$ cat config.mk
export PLATFORM = sky130hd
export DESIGN_NAME = palette_fetch_seq
export DESIGN_NICKNAME = d
export VERILOG_FILES = /design/src/rtl/palette_fetch_seq_pkg.sv /design/src/rtl/palette_fetch_seq.sv
export SDC_FILE = /design/constraint.sdc
export NUM_CORES = 1
export LEC_CHECK = 0
export CAP_MARGIN = 30
export CORE_MARGIN = 2
export CORE_UTILIZATION = 55
export CTS_CLUSTER_SIZE = 14
export DETAILED_ROUTE_END_ITERATION = 7
export PLACE_DENSITY_LB_ADDON = 0.25
export SLEW_MARGIN = 10
export SYNTH_ARGS = -nofsm -noshare
export SYNTH_HDL_FRONTEND = slang
export SYNTH_SLANG_ARGS = --single-unit
$ cat constraint.sdc
create_clock -name i_EMU_MCLK -period 3.7 [get_ports i_EMU_MCLK]
set_clock_uncertainty 0.1 [all_clocks]
set_input_delay 0.74 -clock i_EMU_MCLK [delete_from_list [all_inputs] [get_ports i_EMU_MCLK]]
set_output_delay 0.74 -clock i_EMU_MCLK [all_outputs]
set_load 0.02 [all_outputs]
$ cat src/rtl/palette_fetch_seq_pkg.sv
// Shared video definitions: fetch state encoding, transparent code and palette address layout.
package palette_fetch_seq_pkg;

  typedef enum logic [2:0] {
    ST_IDLE = 3'd0,
    ST_OBJ0 = 3'd1,
    ST_OBJ1 = 3'd2,
    ST_TM0  = 3'd3,
    ST_TM1  = 3'd4,
    ST_CAP  = 3'd5
  } fetch_state_t;

  typedef struct packed {
    logic [3:0] r;
    logic [3:0] g;
    logic [3:0] b;
    logic [3:0] i;
  } colour_t;

  localparam logic [3:0]  TRANSPARENT_CODE = 4'hF;
  localparam int unsigned FETCH_CLKS       = 5;

  localparam int unsigned ADDR_SEL_BIT  = 10;
  localparam int unsigned ADDR_BYTE_BIT = 0;
  localparam logic        SEL_OBJ       = 1'b0;
  localparam logic        SEL_TM        = 1'b1;
  localparam logic        BYTE_RG       = 1'b0;
  localparam logic        BYTE_BI       = 1'b1;

  function automatic logic is_transparent(input logic [3:0] code_lsb);
    return code_lsb == TRANSPARENT_CODE;
  endfunction

  function automatic logic [10:0] pal_addr(input logic sel, input logic [8:0] idx,
                                           input logic byte_sel);
    logic [10:0] a;
    a = '0;
    a[ADDR_SEL_BIT] = sel;
    a[ADDR_SEL_BIT-1:ADDR_BYTE_BIT+1] = idx;
    a[ADDR_BYTE_BIT] = byte_sel;
    return a;
  endfunction

endpackage

$ cat src/rtl/palette_fetch_seq.sv
// Fetches obj and tilemap colour words from palette RAM during one pixel slot;
// results appear on the outputs at the following i_PCEN (one slot of latency).
module palette_fetch_seq
  import palette_fetch_seq_pkg::*;
#(
  parameter int PIXPERIOD_MIN = 5
) (
  input  logic        i_EMU_MCLK,
  input  logic        i_EMU_MRST_n,
  input  logic        i_PCEN,
  input  logic        i_BLANK,
  input  logic [9:0]  i_OBJCODE,
  input  logic [9:0]  i_TMCODE,
  output logic [10:0] o_PALADDR,
  input  logic [7:0]  i_PALDATA,
  output logic [3:0]  o_OBJ_R,
  output logic [3:0]  o_OBJ_G,
  output logic [3:0]  o_OBJ_B,
  output logic [3:0]  o_OBJ_I,
  output logic [3:0]  o_TM_R,
  output logic [3:0]  o_TM_G,
  output logic [3:0]  o_TM_B,
  output logic [3:0]  o_TM_I,
  output logic        o_TMEN,
  output logic        o_OUTEN,
  output logic        o_OVERRUN
);

  if (PIXPERIOD_MIN < FETCH_CLKS) begin : g_period_chk
    $error("PIXPERIOD_MIN is shorter than the palette fetch sequence");
  end

  fetch_state_t state_q, state_d;
  logic [8:0]   obj_code_q, obj_code_d, tm_code_q, tm_code_d;
  logic         obj_transp_q, obj_transp_d, tm_transp_q, tm_transp_d;
  logic         blank_q, blank_d;
  logic         complete_q, complete_d;
  logic [10:0]  paladdr_q, paladdr_d;
  logic [7:0]   obj_rg_q, obj_rg_d, obj_bi_q, obj_bi_d;
  logic [7:0]   tm_rg_q, tm_rg_d, tm_bi_q, tm_bi_d;
  colour_t      obj_col_q, obj_col_d, tm_col_q, tm_col_d;
  logic         tmen_q, tmen_d, outen_q, outen_d, overrun_q, overrun_d;

  // The palette only holds 512 entries per layer, so code bit 9 is not addressed.
  logic unused_code_msb;
  assign unused_code_msb = i_OBJCODE[9] ^ i_TMCODE[9];

  always_comb begin
    state_d      = state_q;
    obj_code_d   = obj_code_q;
    tm_code_d    = tm_code_q;
    obj_transp_d = obj_transp_q;
    tm_transp_d  = tm_transp_q;
    blank_d      = blank_q;
    complete_d   = complete_q;
    paladdr_d    = paladdr_q;
    obj_rg_d     = obj_rg_q;
    obj_bi_d     = obj_bi_q;
    tm_rg_d      = tm_rg_q;
    tm_bi_d      = tm_bi_q;
    obj_col_d    = obj_col_q;
    tm_col_d     = tm_col_q;
    tmen_d       = tmen_q;
    outen_d      = outen_q;
    overrun_d    = overrun_q;

    // Each state captures the data returned for the previous state's address.
    unique case (state_q)
      ST_OBJ0: state_d = ST_OBJ1;
      ST_OBJ1: begin state_d = ST_TM0;  obj_rg_d = i_PALDATA; end
      ST_TM0:  begin state_d = ST_TM1;  obj_bi_d = i_PALDATA; end
      ST_TM1:  begin state_d = ST_CAP;  tm_rg_d  = i_PALDATA; end
      ST_CAP:  begin state_d = ST_IDLE; tm_bi_d  = i_PALDATA; complete_d = 1'b1; end
      default: state_d = ST_IDLE;
    endcase

    // Transfer uses the _d staging values so a pulse landing in CAP sees the last byte.
    if (i_PCEN) begin
      if (obj_transp_q) obj_col_d = '0;
      else              obj_col_d = colour_t'({obj_rg_d, obj_bi_d});
      tm_col_d = colour_t'({tm_rg_d, tm_bi_d});
      tmen_d   = !tm_transp_q;
      outen_d  = !blank_q;
      if (!complete_d) overrun_d = 1'b1;

      obj_code_d   = i_OBJCODE[8:0];
      tm_code_d    = i_TMCODE[8:0];
      obj_transp_d = is_transparent(i_OBJCODE[3:0]);
      tm_transp_d  = is_transparent(i_TMCODE[3:0]);
      blank_d      = i_BLANK;
      complete_d   = 1'b0;
      state_d      = ST_OBJ0;
    end

    unique case (state_d)
      ST_OBJ0: paladdr_d = pal_addr(SEL_OBJ, obj_code_d, BYTE_RG);
      ST_OBJ1: paladdr_d = pal_addr(SEL_OBJ, obj_code_d, BYTE_BI);
      ST_TM0:  paladdr_d = pal_addr(SEL_TM,  tm_code_d,  BYTE_RG);
      ST_TM1:  paladdr_d = pal_addr(SEL_TM,  tm_code_d,  BYTE_BI);
      default: paladdr_d = paladdr_q;
    endcase
  end

  always_ff @(posedge i_EMU_MCLK) begin
    if (!i_EMU_MRST_n) begin
      state_q      <= ST_IDLE;
      obj_code_q   <= '0;
      tm_code_q    <= '0;
      obj_transp_q <= 1'b0;
      tm_transp_q  <= 1'b0;
      blank_q      <= 1'b0;
      complete_q   <= 1'b1;
      paladdr_q    <= '0;
      obj_rg_q     <= '0;
      obj_bi_q     <= '0;
      tm_rg_q      <= '0;
      tm_bi_q      <= '0;
      obj_col_q    <= '0;
      tm_col_q     <= '0;
      tmen_q       <= 1'b0;
      outen_q      <= 1'b0;
      overrun_q    <= 1'b0;
    end else begin
      state_q      <= state_d;
      obj_code_q   <= obj_code_d;
      tm_code_q    <= tm_code_d;
      obj_transp_q <= obj_transp_d;
      tm_transp_q  <= tm_transp_d;
      blank_q      <= blank_d;
      complete_q   <= complete_d;
      paladdr_q    <= paladdr_d;
      obj_rg_q     <= obj_rg_d;
      obj_bi_q     <= obj_bi_d;
      tm_rg_q      <= tm_rg_d;
      tm_bi_q      <= tm_bi_d;
      obj_col_q    <= obj_col_d;
      tm_col_q     <= tm_col_d;
      tmen_q       <= tmen_d;
      outen_q      <= outen_d;
      overrun_q    <= overrun_d;
    end
  end

  assign o_PALADDR = paladdr_q;
  assign o_OBJ_R   = obj_col_q.r;
  assign o_OBJ_G   = obj_col_q.g;
  assign o_OBJ_B   = obj_col_q.b;
  assign o_OBJ_I   = obj_col_q.i;
  assign o_TM_R    = tm_col_q.r;
  assign o_TM_G    = tm_col_q.g;
  assign o_TM_B    = tm_col_q.b;
  assign o_TM_I    = tm_col_q.i;
  assign o_TMEN    = tmen_q;
  assign o_OUTEN   = outen_q;
  assign o_OVERRUN = overrun_q;

endmodule

==> results by stage, run 1 <==
Cells and area:
- The number of antenna repair diodes is 0.
- The area growth from synthesis to layout is 23.72%.
- After the last flow step, the layout net total stands at 473.
- The commonest non-fill, non-tap cell in the layout is dfxtp_1.
- The layout has 534 filler cells.
- The top cell types in the final layout, fill and taps aside, are dfxtp_1, clkdlybuf4s50_1, nor2b_1.
- The share of the core filled with cells is 70.99%.
- Summing all non-filler instances in the final layout gives an area of 4850 sq um.
- The fraction of final layout cells sized beyond drive strength 1 is 5.605%.

Worst setup path:
- The worst path required time is 3.82 ns.
- The kind of start point of the critical path is a flip-flop.
- The data arrival time at the worst-slack endpoint is 2.33 ns.
- The worst setup path is captured at a flip-flop.
- The setup path with the least slack is of type reg -> reg.
- The largest fanout on the critical path is 19.

GRT:
- The layer carrying the most global-route usage is met2.
- The overall fraction of global-route tracks in use is 20.38%.
- The via count of the first global-routing pass is 2617.
- The total grt overflow is 0.
- In the global route stage, met3 resource usage came out at 3.358%.
- The met1 track demand over resource in global routing is 29.61%.
- The largest net degree at the start of global routing is 78.
- The first global-routing pass estimated 12.45 mm of wire.
- For this run, global-route usage on met2 was measured as 30.90%.
- The initial antenna violation count came to 0.

Synth:
- Synthesis inferred 103 register bits.
- dfxtp_1 takes more of the synthesized area than any other cell.
- Sequential elements use 52.60% of the synthesized area.
- The count of warnings emitted by yosys is 0.
- The post-synthesis area per instance is 10.29 sq um.
- The post-synthesis net count is 413.
- In this run the biggest area consumer among cell types represents 52.60% of the synthesized area.
- Synthesis produced a netlist whose cell count is 381.
- Yosys attributes the largest share of cell area to dfxtp_1, mux2i_1, nor2b_1.
- The count of distinct cell types in the synthesized netlist is 29.
- The synthesized netlist occupies a cell area of 3920 sq um.

Clock tree:
- The post-CTS setup buffer count is 0.
- For this design, the sink count on the clock tree is 103.
- The CTS tree is done.
- CTS built an H-tree with a depth of 3.
- The buffer type at the clock tree root is clkbuf_8.
- Clock-pin slew was measured on the worst setup and hold paths at 0.10 ns.
- Clock latency on the worst-skew pair, taken at its later pin, is 0.36 ns.
- The cts-stage hold buffer count is 0.
- The number of CTS-inserted buffers is 9.
- Once the clock tree was built, the resizer swapped 0 gates to a different size.
- The clock passes through at most 2 buffers.

Outcome:
- The flow ran to the end, and the final reports show no timing, DRC or antenna violations.

Die:
- The starting density of the core is 57.38%.
- The vertical extent of the die is 88.43 um.
- The floorplan die width is 88.43 um.
- For this design the top-level I/O count stands at 78.
- The core outline area is 6832 sq um.
- The number of rows in the core area is 30.
- The die covers 7819 sq um.

Pwr:
- Power comes to 2.070 mW.
- The static leakage is 1.879 nW.
- The largest voltage drop on the vdd net is 0.0002529 V.
- For this design the ratio of total power to cell area is 426.8 nW/um^2.

Timing:
- The clock period minus final worst setup slack is 2.208 ns.
- For the final routed database, the setup TNS stands at 0 ns.
- Setup violations remaining at the end of the flow were counted as 0.
- In the finished design, the share of the clock period the worst path needs comes to 59.67%.
- Setup repair after global routing left no endpoint under its margin.
- The final worst setup slack is 1.492 ns.
- The count of pins over their slew limit is 0.
- The pin slew with the least headroom to its limit is 0.9205 ns.
- The relative max-transition margin is 38.36%.
- The achievable clock frequency is 0.4529 GHz.
- The number of endpoints with negative hold slack in the final report came to 0.

Flow run:
- Across the run, the number of max-cap violations was 0.

Drt:
- After detailed routing, the average wire length per cell comes to 13.99 um.
- The routed layout has 2784 vias.
- The via density per instance is 5.137.
- The final layout contains routed wiring with a total length of 7.582 mm.
- The DRC violations left is 0.
- Once detail routing completed, the nets flagged for antenna violations numbered 0.
- Before antenna repair, the detailed router went through 5 iterations.
- The detailed router finished its first iteration with 109 violations.

Worst hold path:
- The worst hold path class is reg -> reg.

Place:
- Input and output buffers added on the ports amount to 75.
- The half-perimeter wire length of the detailed placement result is 5.080 mm.
- Summing all placed instances gives a cell area of 4658 sq um.
- The worst setup timing slack at the placement stage is 1.182 ns.
- At the end of routability-driven placement, the weighted congestion stood at 0.7920.
per-layer routing:
layer	vias to the layer above	part of all wire [%]
met5	-	0
met4	0	0.75
met3	6	3.9
met2	62	45
met1	1297	50
li1	1419	-
power by group:
part	total (mW)	switching [mW]	internal (mW)
logic	0.229	0.114	0.116
registers	1.17	0.0233	1.15
clock network	0.669	0.395	0.274
cell type report:
class	count	area, sq um	area share, %
sequential	103	2062	42.52
multi-input combinational	237	1664	34.31
timing repair buffer	78	767.0	15.82
clock buffer	10	137.6	2.838
tap	96	120.1	2.477
clock inverter	6	53.80	1.109
inverter	12	45.04	0.9288
worst paths after layout:
path | start | endpoint | slack [ns] | cells past startpoint
worst min register to register | o_OBJ_I[3] | o_OBJ_I[3] | 0.36 | 2
worst max-delay path | state_q[2] | o_TM_G[3] | 1.49 | 3
worst max register to register | state_q[2] | o_TM_G[3] | 1.49 | 3
worst min-delay path | o_OBJ_I[3] | o_OBJ_I[3] | 0.36 | 2
worst max-delay path, stage by stage (launching register included):
cell and delay, ns:
dfxtp_1 0.66, nor3b_2 0.84, mux2i_1 0.36, a21oi_1 0.11
synthesized netlist by cell type:
master and number:
a211oi_1 9, a21o_1 1, a21oi_1 19, a2bb2oi_1 1
a31oi_1 1, and3b_1 9, and4_1 2, buf_2 11
buf_4 5, buf_6 1, clkbuf_1 12, dfxtp_1 103
inv_1 12, mux2i_1 53, nand2_1 19, nand2b_1 4
nand3b_1 3, nor2_1 1, nor2b_1 64, nor3_1 1
nor3b_2 2, o211a_1 2, o21a_1 1, o21ai_0 25
o21ai_1 8, o21ai_2 1, o21ba_2 1, o32ai_1 9
xnor2_1 1
state kept, by name (all words and copies together) (netlist names), 8 cells and up:
signal and count:
tm_rg_q 8, tm_bi_q 8, o_PALADDR 11, tm_code_q 9, obj_code_q 9, obj_rg_q 8, obj_bi_q 8
logic make-up (layout without fill, tap and decap cells):
| group | after synthesis | count (layout) | share of synthesized area, % |
|---|---|---|---|
| buf+inv | 41 | 106 | 4.947 |
| mux | 53 | 53 | 13.53 |
| xor+xnor | 1 | 1 | 0.2235 |
| simple gates | 105 | 105 | 16.57 |
| compound gates | 78 | 78 | 12.13 |
| flops | 103 | 103 | 52.60 |
per-stage QoR:
stage | std cells | hold WS (ns)
floorplan | 381 | 0.3731
global placement | 525 | 0.3321
detailed placement | 526 | 0.3416
CTS | 542 | 0.3611
global route | 542 | 0.3854
finish | 542 | 0.3598
(Power assumes the default switching activity.)
==> inputs of run 2 (changes only) <==
Settings changed: CORE_UTILIZATION 55 to 46.
Clock period 3.7 ns to 2 ns, I/O delays scaled along.
==> results by stage, run 2 (same netlist as run 1, synthesis figures left out) <==
Clock tree:
- In this run, post-CTS hold repair placed 0 buffers.
- CTS placed an instance of clkbuf_8 at the clock tree root.
- The worst-skew pair later-pin latency is 0.35 ns.
- TritonCTS built the clock tree.
- Clock tree synthesis found a total of 103 sinks.
- The maximum number of buffers from clock root to sink is 2.
- In this run, post-CTS repair resized a total of 0 instances.
- The number of CTS-inserted buffers is 9.
- The post-CTS setup buffer count is 0.
- The clock-pin slew of the registers on the worst-case setup and hold paths is 0.09 ns.
- The depth of the CTS H-tree is 3.

Worst hold path:
- The worst hold path class is in -> reg.

Pwr:
- The largest voltage drop on the vdd net is 0.0003994 V.
- The overall power after layout is 3.786 mW.
- For this design the ratio of total power to cell area is 769.3 nW/um^2.
- Summed over all cells, the static leakage comes to 1.918 nW.

Worst setup path:
- The worst setup path is captured at an output pin.
- The biggest cell delay along the critical path is 0.62 ns.
- STA puts the critical path data required time at 1.50 ns.
- The critical register-to-register path startpoint is state_q[2].
- The capturing element of the worst setup path is o_PALADDR[10].
- The data arrival time at the worst-slack endpoint is 1.33 ns.
- The worst path buffer plus inverter count is 1.
- The critical-path cell with the highest stage delay is clkdlybuf4s50_1.
- The worst setup slack for register-to-register paths is 0.36 ns.
- The critical path startpoint is o_PALADDR[10].
- STA classifies the critical path startpoint as a flip-flop.
- Counting cells, the worst reg-to-reg path comes to 3.
- The type of the worst setup path is reg -> out.
- The signal on the critical path passes through clkdlybuf4s50_1.
- In this design, the largest share of critical-path delay is due to buffers and inverters.
- In this run the number of cells on the critical path is 1.
- The largest fanout on the critical path is 2.
- The worst register-to-register path ends at o_PALADDR[6].

GRT:
- The via count of the first global-routing pass came to 2669.
- Across every metal layer, demand over resource in global routing totals 17.57%.
- In this run the most used layer during global routing was met2.
- After global routing the overflow that remains totals 0.
- The initial antenna violation count is 0.
- For met3 alone, demand over resource in global routing was 4.307%.
- The met1 track demand over resource in global routing is 23.99%.
- The first global-routing pass estimated 12.61 mm of wire.
- Entering global routing, the biggest net connects 58 pins.
- Global routing used 27.26% of the available met2 tracks.

Drt:
- In the final routed layout, each cell accounts on average for 14.04 um.
- The total wire length is 7.851 mm.
- The routed layout has 2786 vias.
- The first routing iteration left 89 violations.
- The via density per instance is 4.984.
- Once detail routing completed, the nets flagged for antenna violations numbered 0.
- The number of optimization iterations in the first detailed-route pass is 4.
- The DRC violations left is 0.

Timing:
- The worst pin sits at a relative slew slack of 65.55%.
- For the finished layout, the period the worst path requires is 1.835 ns.
- Setup violations remaining at the end of the flow were counted as 0.
- The worst path uses 91.75% of the clock period.
- Setup repair after global routing left no endpoint under its margin.
- Based on the critical path, the design can be clocked at up to 0.5450 GHz.
- The number of endpoints with negative hold slack in the final report is 0.
- For the final routed database, the setup TNS stands at 0 ns.
- The count of pins over their slew limit came to 0.
- At the pin with the least slew margin, the transition time is 0.5167 ns.

Die:
- Once the floorplan was initialized, standard cells occupied 47.47% of the core.
- From bottom edge to top edge, the die measures 96.32 um.
- In this run the core area contains 33 standard-cell rows.
- The die covers 9277 sq um.
- The core region is 8258 sq um.
- Pin placement for this block handled 78 I/O pins.
- In this run the horizontal extent of the chip is 96.32 um.

Cells and area:
- The fill cell total of the finished layout is 729.
- Leaving out fill and tap cells, the most frequent cells in the layout are dfxtp_1, clkdlybuf4s50_1, nor2b_1.
- Relative to the synthesized area, the layout overhead comes to 25.53%.
- In the final layout, the multi-input gates occupy 1664 sq um.
- The net count of the finished layout is 482.
- The flip-flop count of the largest register, all copies and words added is 11.
- The sequential cells in the finished layout cover a total of 2062 sq um.
- The number of antenna repair diodes is 0.
- In the final layout, the share of cells above drive strength 1 is 7.269%.
- The commonest non-fill, non-tap cell in the layout is dfxtp_1.

Place:
- The congestion estimate from routability-driven global placement came to 0.7119.
- The HPWL after detailed placement is 5.409 mm.
- Port buffering added 75 buffers.

Outcome:
- The flow ran to the end, and the final reports show no timing, DRC or antenna violations.

Flow run:
- Max-cap violations in this run came to 0.
run 2: cell types whose count changed in the layout (fill, tap and decap cells not counted), sizes merged:
cell / previous run / this run
inv: 14 / 15
clkbuf: 10 / 9
buf: 5 / 14
clkinv: 3 / 2
run 2: report_power, final:
| part | internal [mW] | switching (mW) |
|---|---|---|
| logic | 0.222 | 0.215 |
| registers | 2.12 | 0.0417 |
| clock network | 0.464 | 0.719 |
run 2: final cells by class:
class | count | share of cell area, %
clock buffer | 9 | 2.517
tap | 105 | 2.670
inverter | 12 | 0.9153
sequential | 103 | 41.90
clock inverter | 6 | 1.042
timing repair buffer | 87 | 17.14
multi-input combinational | 237 | 33.82
run 2: how the worst min path moves through the flow:
stage / slack [ns] / end / startpoint / cells after the start
2_1_floorplan: 0.37 / obj_transp_q / obj_transp_q / 2
3_3_place_gp: 0.33 / o_OBJ_I[3] / o_OBJ_I[3] / 2
3_5_place_dp: 0.34 / o_OBJ_B[3] / o_OBJ_B[3] / 2
4_1_cts: 0.32 / obj_code_q[2] / i_EMU_MRST_n / 2
5_1_grt: 0.33 / obj_code_q[2] / i_EMU_MRST_n / 2
6_report: 0.33 / obj_transp_q / i_EMU_MRST_n / 2
run 2: per-layer routing:
metal  wire length (um)  share of wire [%]
met2               3618                 46
met1               3847                 49
met4                 48               0.61
met3                336                4.3
met5                  0                  0
run 2: through the flow:
stage          instance area, sq um  worst slack, ns  cells  util (%)  hold WS, ns
2_1_floorplan                  3920           0.6282    381         -       0.3731
4_1_cts                        4921           0.1409    559     59.59       0.3158
6_report                       4921           0.1650    559     59.59       0.3309
3_5_place_dp                   4746           0.3186    544     57.47       0.3446
5_1_grt                        4921          0.09373    559     59.59       0.3273
3_3_place_gp                   4746           0.3494    544     57.47       0.3350
==> inputs of run 3 (changes only) <==
Settings changed: ABC_CLOCK_PERIOD_IN_PS from default to 2000.
==> results of run 3 <==
Same layout as run 2: the final DEF is identical, and so are final timing and power.
